$ cat src/rtl/csm_cmd_issuer.sv
// csm_cmd_issuer
//   Front-end stage for the computation-storage model. Command packets
//   (RD/WR/ADD/SUB) are accepted over a valid/ready handshake into an in-order
//   command FIFO. At most one command per cycle is issued onto the storage
//   model's registered cmd/addA/addB/addC/DQ_i bus. Idle cycles drive a read of
//   address 0 with every field zero. DQ_o is captured only for genuine reads
//   and is returned through a show-ahead response FIFO with backpressure.
//
// Ports
//   clk, rst                       clock, synchronous active-high reset
//   in_valid/in_ready              command handshake
//   in_cmd/in_addA/B/C/in_data     command packet (00=RD 01=WR 10=ADD 11=SUB)
//   cmd/addA/addB/addC/DQ_i        registered drive to the storage model
//   DQ_o                           read data from the storage model
//   rsp_valid/rsp_ready/rsp_data   response handshake (data valid at FIFO head)
//   cmd_count                      command FIFO occupancy
//   busy                           commands queued, reads in flight, or responses held
module csm_cmd_issuer #(
  parameter int MEM_WIDTH  = 8,
  parameter int MEM_LENGTH = 4,
  parameter int CMD_DEPTH  = 4,
  parameter int RSP_DEPTH  = 4
) (
  input  logic                         clk,
  input  logic                         rst,
  input  logic                         in_valid,
  output logic                         in_ready,
  input  logic [1:0]                   in_cmd,
  input  logic [MEM_LENGTH-1:0]        in_addA,
  input  logic [MEM_LENGTH-1:0]        in_addB,
  input  logic [MEM_LENGTH-1:0]        in_addC,
  input  logic [MEM_WIDTH-1:0]         in_data,
  output logic [1:0]                   cmd,
  output logic [MEM_LENGTH-1:0]        addA,
  output logic [MEM_LENGTH-1:0]        addB,
  output logic [MEM_LENGTH-1:0]        addC,
  output logic [MEM_WIDTH-1:0]         DQ_i,
  input  logic [MEM_WIDTH-1:0]         DQ_o,
  output logic                         rsp_valid,
  input  logic                         rsp_ready,
  output logic [MEM_WIDTH-1:0]         rsp_data,
  output logic [$clog2(CMD_DEPTH):0]   cmd_count,
  output logic                         busy
);

  localparam int CAW = $clog2(CMD_DEPTH);
  localparam int CPW = CAW + 1;
  localparam int RAW = $clog2(RSP_DEPTH);
  localparam int RPW = RAW + 1;

  localparam logic [1:0] OP_RD = 2'b00;
  localparam logic [1:0] OP_WR = 2'b01;

  typedef struct packed {
    logic [1:0]            op;
    logic [MEM_LENGTH-1:0] a;
    logic [MEM_LENGTH-1:0] b;
    logic [MEM_LENGTH-1:0] c;
    logic [MEM_WIDTH-1:0]  data;
  } cmd_entry_t;

  cmd_entry_t           cmd_mem [CMD_DEPTH];
  logic [MEM_WIDTH-1:0] rsp_mem [RSP_DEPTH];

  logic [CPW-1:0]        cmd_wr_q, cmd_wr_d, cmd_rd_q, cmd_rd_d;
  logic [RPW-1:0]        rsp_wr_q, rsp_wr_d, rsp_rd_q, rsp_rd_d;
  logic [1:0]            cmd_q, cmd_d;
  logic [MEM_LENGTH-1:0] add_a_q, add_a_d, add_b_q, add_b_d, add_c_q, add_c_d;
  logic [MEM_WIDTH-1:0]  dq_i_q, dq_i_d;
  // rd_drv: a genuine RD is on the bus this cycle.
  // rd_inflight: its data is on DQ_o this cycle and is captured at the next edge.
  logic                  rd_drv_q, rd_drv_d, rd_inflight_q, rd_inflight_d;

  logic                  cmd_full, cmd_empty, in_push, issue;
  logic                  rsp_full, rsp_empty, rsp_push, rsp_pop;
  logic [RPW-1:0]        rsp_count;
  logic [RPW:0]          reads_owed;
  cmd_entry_t            head, push_entry;

  always_comb begin
    cmd_full   = (cmd_wr_q[CAW] != cmd_rd_q[CAW]) &&
                 (cmd_wr_q[CAW-1:0] == cmd_rd_q[CAW-1:0]);
    cmd_empty  = (cmd_wr_q == cmd_rd_q);
    rsp_full   = (rsp_wr_q[RAW] != rsp_rd_q[RAW]) &&
                 (rsp_wr_q[RAW-1:0] == rsp_rd_q[RAW-1:0]);
    rsp_empty  = (rsp_wr_q == rsp_rd_q);
    rsp_count  = rsp_wr_q - rsp_rd_q;
    head       = cmd_mem[cmd_rd_q[CAW-1:0]];
    push_entry = '{op: in_cmd, a: in_addA, b: in_addB, c: in_addC, data: in_data};

    // Every read already on the bus or on DQ_o holds a response slot, so a
    // new RD may only go out if the FIFO can still absorb all of them.
    reads_owed = {1'b0, rsp_count} + (RPW+1)'(rd_drv_q) + (RPW+1)'(rd_inflight_q);

    in_push  = in_valid && !cmd_full;
    issue    = !cmd_empty && ((head.op != OP_RD) || (reads_owed < (RPW+1)'(RSP_DEPTH)));
    rsp_push = rd_inflight_q;
    rsp_pop  = !rsp_empty && rsp_ready;

    cmd_wr_d = in_push ? cmd_wr_q + CPW'(1) : cmd_wr_q;
    cmd_rd_d = issue   ? cmd_rd_q + CPW'(1) : cmd_rd_q;
    rsp_wr_d = rsp_push ? rsp_wr_q + RPW'(1) : rsp_wr_q;
    rsp_rd_d = rsp_pop  ? rsp_rd_q + RPW'(1) : rsp_rd_q;

    // Idle pattern unless a command is popped this edge.
    cmd_d   = OP_RD;
    add_a_d = '0;
    add_b_d = '0;
    add_c_d = '0;
    dq_i_d  = '0;
    if (issue) begin
      cmd_d   = head.op;
      add_a_d = head.a;
      add_b_d = head.b;
      add_c_d = head.c;
      dq_i_d  = (head.op == OP_WR) ? head.data : '0;
    end
    rd_drv_d      = issue && (head.op == OP_RD);
    rd_inflight_d = rd_drv_q;
  end

  always_ff @(posedge clk) begin
    if (rst) begin
      cmd_wr_q      <= '0;
      cmd_rd_q      <= '0;
      rsp_wr_q      <= '0;
      rsp_rd_q      <= '0;
      cmd_q         <= OP_RD;
      add_a_q       <= '0;
      add_b_q       <= '0;
      add_c_q       <= '0;
      dq_i_q        <= '0;
      rd_drv_q      <= 1'b0;
      rd_inflight_q <= 1'b0;
    end else begin
      cmd_wr_q      <= cmd_wr_d;
      cmd_rd_q      <= cmd_rd_d;
      rsp_wr_q      <= rsp_wr_d;
      rsp_rd_q      <= rsp_rd_d;
      cmd_q         <= cmd_d;
      add_a_q       <= add_a_d;
      add_b_q       <= add_b_d;
      add_c_q       <= add_c_d;
      dq_i_q        <= dq_i_d;
      rd_drv_q      <= rd_drv_d;
      rd_inflight_q <= rd_inflight_d;
    end
  end

  // Storage arrays carry no reset; the pointers alone define their contents.
  always_ff @(posedge clk) begin
    if (in_push) cmd_mem[cmd_wr_q[CAW-1:0]] <= push_entry;
    if (rsp_push) rsp_mem[rsp_wr_q[RAW-1:0]] <= DQ_o;
  end

  rsp_no_overflow: assert property (@(posedge clk) disable iff (rst) !(rsp_push && rsp_full));

  assign in_ready  = !cmd_full;
  assign cmd       = cmd_q;
  assign addA      = add_a_q;
  assign addB      = add_b_q;
  assign addC      = add_c_q;
  assign DQ_i      = dq_i_q;
  assign rsp_valid = !rsp_empty;
  assign rsp_data  = rsp_empty ? '0 : rsp_mem[rsp_rd_q[RAW-1:0]];
  assign cmd_count = cmd_wr_q - cmd_rd_q;
  assign busy      = !cmd_empty || rd_drv_q || rd_inflight_q || !rsp_empty;

endmodule
$ cat config.mk
export PLATFORM = sky130hd
export DESIGN_NAME = csm_cmd_issuer
export DESIGN_NICKNAME = d
export VERILOG_FILES = /design/src/rtl/csm_cmd_issuer.sv
export SDC_FILE = /design/constraint.sdc
export NUM_CORES = 1
export LEC_CHECK = 0
export ABC_CLOCK_PERIOD_IN_PS = 4100
export CAP_MARGIN = 20
export CORE_ASPECT_RATIO = 0.7
export CORE_MARGIN = 2
export CORE_UTILIZATION = 40
export DETAILED_ROUTE_END_ITERATION = 8
export SYNTH_ARGS = -nofsm -noshare
export SYNTH_HDL_FRONTEND = slang
export SYNTH_SLANG_ARGS = --single-unit
$ cat constraint.sdc
create_clock -name clk -period 4.1 [get_ports clk]
set_input_delay 1.23 -clock clk [delete_from_list [all_inputs] [get_ports clk]]
set_output_delay 1.23 -clock clk [all_outputs]
set_load 0.01 [all_outputs]
==> impl_metrics.yaml <==
cts:
  cts_max_level: 4
  clk_latency_ns: 0.41
  cts_tree: "done"
  clockBufferDepth: 2
  clkTransAtPathRegs_ns: 0.06
  hold_buffers: 0
  cts-root-buf: "clkbuf_16"
  clock_sinks: 160
  cts_buffers: 17
  cts.repair.resized: 0
  cts_setup_buffers: 0
sta:
  setup_violations: 0
  tightest_slew_ns: 0.587
  rsz0062_at_grt: "false"
  tns_ns: 0
  finalCriticalPeriod_ns: 3.54
  relSlewSlack_pct: 60.9
  finalClockSkew_ns: 0.00955
  setup_slack_ns: 0.559
  period_share_pct: 86.4
  fmax_mhz: 282
  hold_viol_final: 0
  finalMaxSlewViolations: 0
floorplan:
  ios: 70
  coreArea_um2: 14700
  die_area_um2: 16000
  die_h_um: 106
  die_w_um: 150
  start_util_pct: 40.9
  placementRows: 37
global_route:
  antenna_found_initial: 0
  grt_max_degree: 23
  grt_overflow: 0
  grt_pass1_wl_mm: 16.5
  grt_pass1_vias: 3022
  track_usage_pct: 14.2
hold_path:
  min_to: "rd_inflight_q"
  hold_depth: 1
  hp-start: "rd_drv_q"
  hp-class: "reg2reg"
power_and_ir_drop:
  intPower_w: 0.00324
  ir_drop_v: 0.000279
  power.share.sequential_pct: 45.6
  p_clk_share_pct: 32.2
  total_power_w: 0.00440
  p_per_area_nw_per_um2: 587
  p_leak_nw: 2.56
  switching_power_w: 0.00116
  p_sw_share_pct: 26.5
  combPwrFrac_pct: 22.2
detailed_routing:
  wl_per_cell_um: 17.1
  via_per_inst: 4.80
  drt-initial-drc-count: 123
  route.detailed.drc: 0
  routed-via-count: 2950
  firstDrtPassIters: 4
  routed_wl_mm: 10.5
  ant_nets: 0
finish:
  utilization_pct: 51.1
  syn_to_final_growth_pct: 24.9
  final_common_cell: "edfxtp_1"
  final_cells: 615
  final_layout_size_suffix_gt1_share_pct: 17.6
  nets: 458
  num_antenna_cells: 0
  layout_common_cells: "edfxtp_1, clkdlybuf4s50_1, dfxtp_1"
worst_setup_path:
  r2r-end: "cmd_mem[0][4]"
  r2r_cells: 6
  rr_startpoint: "cmd_wr_q[0]"
  cp.arrival_ns: 2.31
  end_kind: "output port"
  worstSetupPathType: "reg2out"
  cp_data_required_time_ns: 2.87
  crit_path_start_kind: "flip-flop"
  critPathMaxFanout: 4
  r2r_slack_ns: 1.71
synth:
  synth_area_leaders: "edfxtp_1, dfxtp_1, mux4_2"
  synth_xor_area_share_pct: 1.83
  synthAdderAreaFrac_pct: 3.79
  yosys.area_share.simple_pct: 5.82
  syn_nets: 371
  synth_mux_area_share_pct: 12.5
  synth_top_area_share_pct: 60.0
  synth_top_area_cell: "edfxtp_1"
  synth_cell_types: 32
  synth_compound_area_share_pct: 1.25
  ys_ff_latch: 160
  synth_top_family_by_area: "multiplexers"
  syn-mean-instance-area_um2: 18.8
  syn_inst: 320
  ys_warn_count: 0
  syn_area_um2: 6000
  yosysSeqAreaShare_pct: 73.4
placement:
  placed_cells: 583
  routabilityCongestion: 0.742
  io_buffer_count: 69
  post-place-ws_ns: 0.963
  hpwl_mm: 7.03
run:
  max_cap_violations: 0
outcome:
  status: "finished, final reports clean"
-- worst max path at each step --
stage,from,to,slack [ns],cells past startpoint
after floorplan,rsp_wr_q[0],busy,1.48,5
after global placement,flip-flop,rsp_data[2],0.98,3
after detailed placement,cmd_wr_q[0],cmd_count[2],0.96,5
after CTS,cmd_wr_q[0],cmd_count[2],0.50,5
after global routing,cmd_wr_q[0],cmd_count[2],0.42,5
final,cmd_wr_q[0],cmd_count[2],0.56,5
-- power by group through the flow --
stage               Combinational, W  Clock [W]  Sequential (W)
floorplan                   0.000580          0         0.00202
global placement            0.000983          0         0.00204
detailed placement          0.000988          0         0.00204
CTS                         0.000995    0.00146         0.00201
global route                 0.00106    0.00153         0.00203
finish                      0.000975    0.00142         0.00201
-- metal layers --
layer,vias up,routed length [um],GRT usage (%)
met5,-,0,0
met1,1505,5220,20.6
met3,5,404,4.33
met4,0,55,5.05
met2,59,4850,20.2
li1,1381,-,-
-- synthesized netlist by cell type --
library cell,count
buf_2,3
o211ai_1,2
fa_1,2
nor2b_1,31
nor2_2,1
buf_4,1
a211o_1,1
o21ai_1,2
nor3b_1,1
xnor2_1,5
nor2_1,15
o21ai_0,1
xor2_1,5
inv_1,11
inv_2,1
clkbuf_1,5
ha_1,15
edfxtp_1,120
nand3_1,2
nand2b_1,1
mux2i_1,4
xnor3_1,1
o21a_1,1
dfxtp_1,40
and2_1,7
nand2_1,4
mux4_2,30
mux2_1,3
a21oi_2,1
a21oi_1,2
nor3_2,1
o211a_2,1
-- critical path, stage by stage (launching register included) --
cell and delay (ns):
dfxtp_1 0.40, inv_1 0.11, ha_1 0.23, fa_1 0.38, xnor2_1 0.20, clkdlybuf4s50_1 0.57
-- per-stage QoR --
step / instance area (um^2) / hold slack, ns
final: 7490 / 0.477
after detailed placement: 6960 / 0.475
after floorplan: 6000 / 0.461
after CTS: 7490 / 0.478
after global placement: 6960 / 0.474
after global routing: 7490 / 0.495
-- area by class of cell --
type | count | area, um^2
repair buffers | 77 | 751
clock buffers | 18 | 429
multi-input cells | 139 | 1510
clock inverters | 14 | 109
inverters | 12 | 45.0
well taps | 195 | 244
flip-flops and latches | 160 | 4410
fillers | 1183 | 7180
-- state kept, by name (all words and copies together) (netlist names), 4 cells and up, named ones only --
signal / count
addC: 4
addB: 4
addA: 4
cmd_mem: 88
DQ_i: 8
rsp_mem: 32
-- cell families (layout without fill, tap and decap cells) --
logic type | after synthesis | in the layout
AO/OA/AOI/OAI | 11 | 11
flip-flops | 160 | 160
AND/OR/NAND/NOR | 63 | 63
XOR/XNOR | 11 | 11
buffers and inverters | 21 | 121
adder cells (fa/ha/maj) | 17 | 17
multiplexers | 37 | 37
Power figures use the tool's default switching activity.
